<file path="config.mk">
export PLATFORM = sky130hd
export DESIGN_NAME = dom_and_param
export DESIGN_NICKNAME = d
export VERILOG_FILES = /design/src/rtl/dom_and_param.sv
export SDC_FILE = /design/constraint.sdc
export NUM_CORES = 1
export LEC_CHECK = 0
export BUFFER_PORTS_ARGS = -buffer_cell sky130_fd_sc_hd__buf_2
export CAP_MARGIN = 40
export CORE_AREA = 2 2 93 95
export DETAILED_ROUTE_END_ITERATION = 8
export DIE_AREA = 0 0 95 97
export GPL_TIMING_DRIVEN = 0
export PLACE_DENSITY = 0.77
export SYNTH_ARGS = -nofsm -noshare
export SYNTH_HDL_FRONTEND = slang
export SYNTH_HIERARCHICAL = 1
export SYNTH_SLANG_ARGS = --single-unit
</file>
<file path="constraint.sdc">
create_clock -name clk_i -period 3.6 [get_ports clk_i]
set_clock_uncertainty 0.15 [all_clocks]
set_input_delay 0.18 -clock clk_i [delete_from_list [all_inputs] [get_ports clk_i]]
set_output_delay 0.18 -clock clk_i [all_outputs]
set_load 0.02 [all_outputs]
</file>
<file path="src/rtl/dom_and_param.sv">
// Order-D masked AND gadget (DOM) with valid/ready handshake and optional output stage.
// Every output share is compressed only from registered partial products.

module dom_and_lane #(
    parameter int N = 3,
    parameter int W = 8
) (
    input  logic                clk_i,
    input  logic                rst_ni,
    input  logic                ld,
    input  logic [W-1:0]        x,
    input  logic [N-1:0][W-1:0] y,
    input  logic [N-1:0][W-1:0] zr,
    output logic [W-1:0]        q
);
    // Slot j holds x & y[j] ^ zr[j]; the own-domain slot gets zr = 0 and so holds s.
    logic [N-1:0][W-1:0] c_q;

    always_ff @(posedge clk_i) begin
        if (!rst_ni) begin
            c_q <= '0;
        end else if (ld) begin
            for (int j = 0; j < N; j++) begin
                c_q[j] <= (x & y[j]) ^ zr[j];
            end
        end
    end

    always_comb begin
        q = '0;
        for (int j = 0; j < N; j++) begin
            q = q ^ c_q[j];
        end
    end
endmodule

module dom_and_param #(
    parameter int D       = 2,
    parameter int W       = 8,
    parameter int OUT_REG = 0
) (
    input  logic                       clk_i,
    input  logic                       rst_ni,
    input  logic                       valid_i,
    output logic                       ready_o,
    input  logic [(D+1)*W-1:0]         X_i,
    input  logic [(D+1)*W-1:0]         Y_i,
    input  logic [(D*(D+1)/2)*W-1:0]   Z_i,
    output logic                       valid_o,
    input  logic                       ready_i,
    output logic [(D+1)*W-1:0]         Q_o
);
    localparam int N      = D + 1;
    localparam int NR     = D * (D + 1) / 2;
    localparam int STAGES = (OUT_REG != 0) ? 2 : 1;

    typedef struct packed {
        logic [N-1:0][W-1:0]  x;
        logic [N-1:0][W-1:0]  y;
        logic [NR-1:0][W-1:0] z;
    } dom_req_t;

    // Word shared by the unordered pair (a,b); symmetric in its arguments.
    function automatic int ridx(input int a, input int b);
        int lo, hi;
        lo = (a < b) ? a : b;
        hi = (a < b) ? b : a;
        return lo * N - lo * (lo + 1) / 2 + (hi - lo - 1);
    endfunction

    dom_req_t                      req;
    logic [N-1:0][N-1:0][W-1:0]    zr;
    logic [N-1:0][W-1:0]           q1;
    logic [STAGES:1]               vld_pipe;
    logic                          ld1;

    assign req = {X_i, Y_i, Z_i};
    assign ld1 = valid_i & ready_o;

    for (genvar i = 0; i < N; i++) begin : g_lane
        for (genvar j = 0; j < N; j++) begin : g_z
            if (i == j) begin : g_own
                assign zr[i][j] = '0;
            end else begin : g_cross
                localparam int R = ridx(i, j);
                assign zr[i][j] = req.z[R];
            end
        end

        dom_and_lane #(.N(N), .W(W)) u_lane (
            .clk_i (clk_i),
            .rst_ni(rst_ni),
            .ld    (ld1),
            .x     (req.x[i]),
            .y     (req.y),
            .zr    (zr[i]),
            .q     (q1[i])
        );
    end

    if (OUT_REG == 0) begin : g_out_comb
        assign ready_o = !vld_pipe[1] | ready_i;
        assign valid_o = vld_pipe[1];
        assign Q_o     = q1;

        always_ff @(posedge clk_i) begin
            if (!rst_ni)        vld_pipe[1] <= 1'b0;
            else if (ld1)       vld_pipe[1] <= 1'b1;
            else if (ready_i)   vld_pipe[1] <= 1'b0;
        end
    end else begin : g_out_reg
        logic [N-1:0][W-1:0] q2;
        logic                adv2;

        // Stage 1 may advance whenever stage 2 is empty or draining this cycle.
        assign adv2    = vld_pipe[1] & (!vld_pipe[2] | ready_i);
        assign ready_o = !vld_pipe[1] | adv2;
        assign valid_o = vld_pipe[2];
        assign Q_o     = q2;

        always_ff @(posedge clk_i) begin
            if (!rst_ni) begin
                vld_pipe <= '0;
                q2       <= '0;
            end else begin
                if (ld1)        vld_pipe[1] <= 1'b1;
                else if (adv2)  vld_pipe[1] <= 1'b0;

                if (adv2) begin
                    vld_pipe[2] <= 1'b1;
                    q2          <= q1;
                end else if (ready_i) begin
                    vld_pipe[2] <= 1'b0;
                end
            end
        end
    end
endmodule

</file>
==> qor.csv <==
stage,metric,value,unit
final_layout,syn_to_final_growth,30.8,%
grt,grt_pass1_wl,18800,um
critical_path,worstPathArrival,1.24,ns
detailed_routing,wl,12300,um
final_layout,drive_above_1_share,0.342,
sta,hold_ws,0.00138,ns
cts,post-cts-setup-buffers,0,
sta,setup_viol_count_final,0,
synth,synth_area_leaders,"dfxtp_1 (35%), a21bo_2 (17%), nand3b_1 (13%), a31oi_1 (11%), xnor2_1 (10%)",
grt,antenna_found_initial,0,
die,die_height,97,um
synth,ys_async_sr_fraction,0,
synth,synth-seq-cells,73,
detailed_routing,num_vias,4115,
sta,finalHoldViolations,0,
synth,synth_edf_count,0,
power,peakVddDrop,0.000215,V
worst_hold_path,hp-start,Z_i[5],
placement,place_inst,688,
cts,cts_made_buffers,9,
grt,grt_usage,0.264,
cts,cts_tree,done,
cts,cts_max_path_buffers,2,
final_layout,final_cells,727,
placement,placed_cell_area,0.00499,mm^2
cts,cts_resized,0,
sta,post-route-period-util,0.437,
critical_path,path_cells,"xnor2_1, xnor2_1, buf_2",
critical_path,cpPeakStageDelay,0.33,ns
die,die_area,0.00922,mm^2
die,start_util,0.513,
cts,h-tree-depth,3,
worst_hold_path,hold_depth,3,
die,pin_count,102,
grt,grt_pass1_vias,3972,
synth,yosysSeqAreaShare,0.350,
placement,hpwl,8300,um
die,core_area,0.00813,mm^2
synth,avgSynthCellArea,9.60,um^2
grt,grt_overflow_total,0,
synth,ys_top_cells_by_count,"dfxtp_1 (73), a21bo_2 (72), a31oi_1 (72), nand3b_1 (72), xnor2_1 (48)",
sta,layout_min_cycle_time,1.57,ns
detailed_routing,ant_nets,0,
critical_path,critPathKind,flip-flop to output pin,
cts,path_clk_slew,0.08,ns
critical_path,r2r_cells,5,
status,status,finished clean,
detailed_routing,drcViolationCount,0,
run,drv_cap,0,
synth,synth_cells,435,
final_layout,antenna_cells,0,
synth,synth_flop_cell,dfxtp_1,
detailed_routing,drt_iter0_markers,221,
final_layout,final_util,0.671,
placement,portBuffers,101,
critical_path,reg2reg_to,g_lane[2].u_lane/c_q[6]$_SDFFE_PN0P_,
sta,setup_tns,0,ns
critical_path,critPathMaxFanout,2,
critical_path,crit_path_start_kind,flip-flop,
placement,place_congestion,0.817,
sta,fmax,635,MHz
detailed_routing,viasPerCell,5.66,
die,die_x,95,um
cts,clk_latency,0.35,ns
grt,grt_max_degree,20,
critical_path,crit_path_frequent_cell,xnor2_1,
critical_path,cp.required,3.27,ns
synth,syn-cell-area,0.00418,mm^2
detailed_routing,first_pass_iters,4,
synth,synth_top_area_share,0.350,
cts,clock-sinks,73,
power,power.static_leakage,2.23,nW
final_layout,design_area,0.00546,mm^2
critical_path,end_kind,output pin,
sta,drv_slew,0,
critical_path,regToRegStartpoint,valid_o$_SDFFE_PN0P_,
detailed_routing,post_drt_wl_per_cell,16.9,um
die,rows,33,
synth,yosysTopAreaCell,dfxtp_1,
synth,synthesis.yosys.warnings,6,
sta,rsz0062_at_grt,no,
cts,root_buffer,clkbuf_8,
power,powerDensity,426,mW/mm^2
synth,ys_types,14,
synth,yosysMostFrequentCell,dfxtp_1,
final_layout,nNetsFinal,693,
cts,hold_buffers,23,
critical_path,slowest_stage,dfxtp_1,
critical_path,r2r_setup_slack,2.17,ns
worst_hold_path,hp-class,input pin to flip-flop,
worst_hold_path,min_to,g_lane[0].u_lane/c_q[13]$_SDFFE_PN0P_,
## routing by layer
layer / track usage / vias up / wire length (um)
li1: - / 1980 / -
met1: 0.325 / 1972 / 5210
met2: 0.442 / 140 / 6000
met3: 0.0366 / 23 / 809
met4: 0.133 / 0 / 273
met5: 0 / - / 0
## cells in the final DEF (no fill, tap or decap), drive strengths merged
cell           n
inv            1
bufinv         3
o21ai         72
dfxtp         73
conb          48
clkinv         3
and2           1
nand3b        72
clkbuf        10
buf          122
dlygate4sd3   23
a31oi         72
a21bo         72
nand2b         1
a21boi         1
xnor2         48
## through the flow
step	worst slack, ns	power [mW]
2_1_floorplan	2.19	1.31
5_1_grt	1.92	2.42
6_report	2.03	2.33
4_1_cts	2.04	2.32
3_3_place_gp	2.25	1.51
3_5_place_dp	2.19	1.53
## area by class of cell
type	count	area [um^2]
multi-input combinational	387	2710
timing repair buffer	124	736
tap	105	131
buffer	21	180
clock buffer	10	138
sequential	73	1460
fill	684	2670
clock inverter	6	105
inverter	1	3.75
## how the worst max path moves through the flow
stage	start	end	slack (ns)	cells past startpoint
2_1_floorplan	valid_o$_SDFFE_PN0P_	g_lane[0].u_lane/c_q[14]$_SDFFE_PN0P_	2.19	5
3_3_place_gp	valid_o$_SDFFE_PN0P_	g_lane[2].u_lane/c_q[12]$_SDFFE_PN0P_	2.25	5
3_5_place_dp	valid_o$_SDFFE_PN0P_	g_lane[2].u_lane/c_q[6]$_SDFFE_PN0P_	2.19	5
4_1_cts	g_lane[1].u_lane/c_q[16]$_SDFFE_PN0P_	Q_o[8]	2.04	3
5_1_grt	g_lane[0].u_lane/c_q[20]$_SDFFE_PN0P_	Q_o[4]	1.92	3
6_report	g_lane[1].u_lane/c_q[16]$_SDFFE_PN0P_	Q_o[8]	2.03	3
## cell families after synthesis
family / synth area share
flip-flops: 0.350
buffers and inverters: 0.0441
XOR/XNOR: 0.101
AND/OR/NAND/NOR: 0.135
other: 0.000898
AO/OA/AOI/OAI: 0.369
## flip-flops by register name, indices dropped and copies added (netlist names)
register / cells
g_lane.u_lane/c_q: 72
valid_o: 1
## power breakdown
group | switching (mW) | internal, mW
sequential | 0.0446 | 0.874
combinational | 0.333 | 0.288
clock | 0.313 | 0.476
total | 0.690 | 1.64
## worst max-delay path: cells and delay by family, from the launching register on
| kind | cells | cell delay (ns) |
|---|---|---|
| XOR/XNOR | 2 | 0.37 |
| buffers and inverters | 1 | 0.20 |
| flip-flops | 1 | 0.33 |
Note: power is estimated with default switching activity, not from simulation.
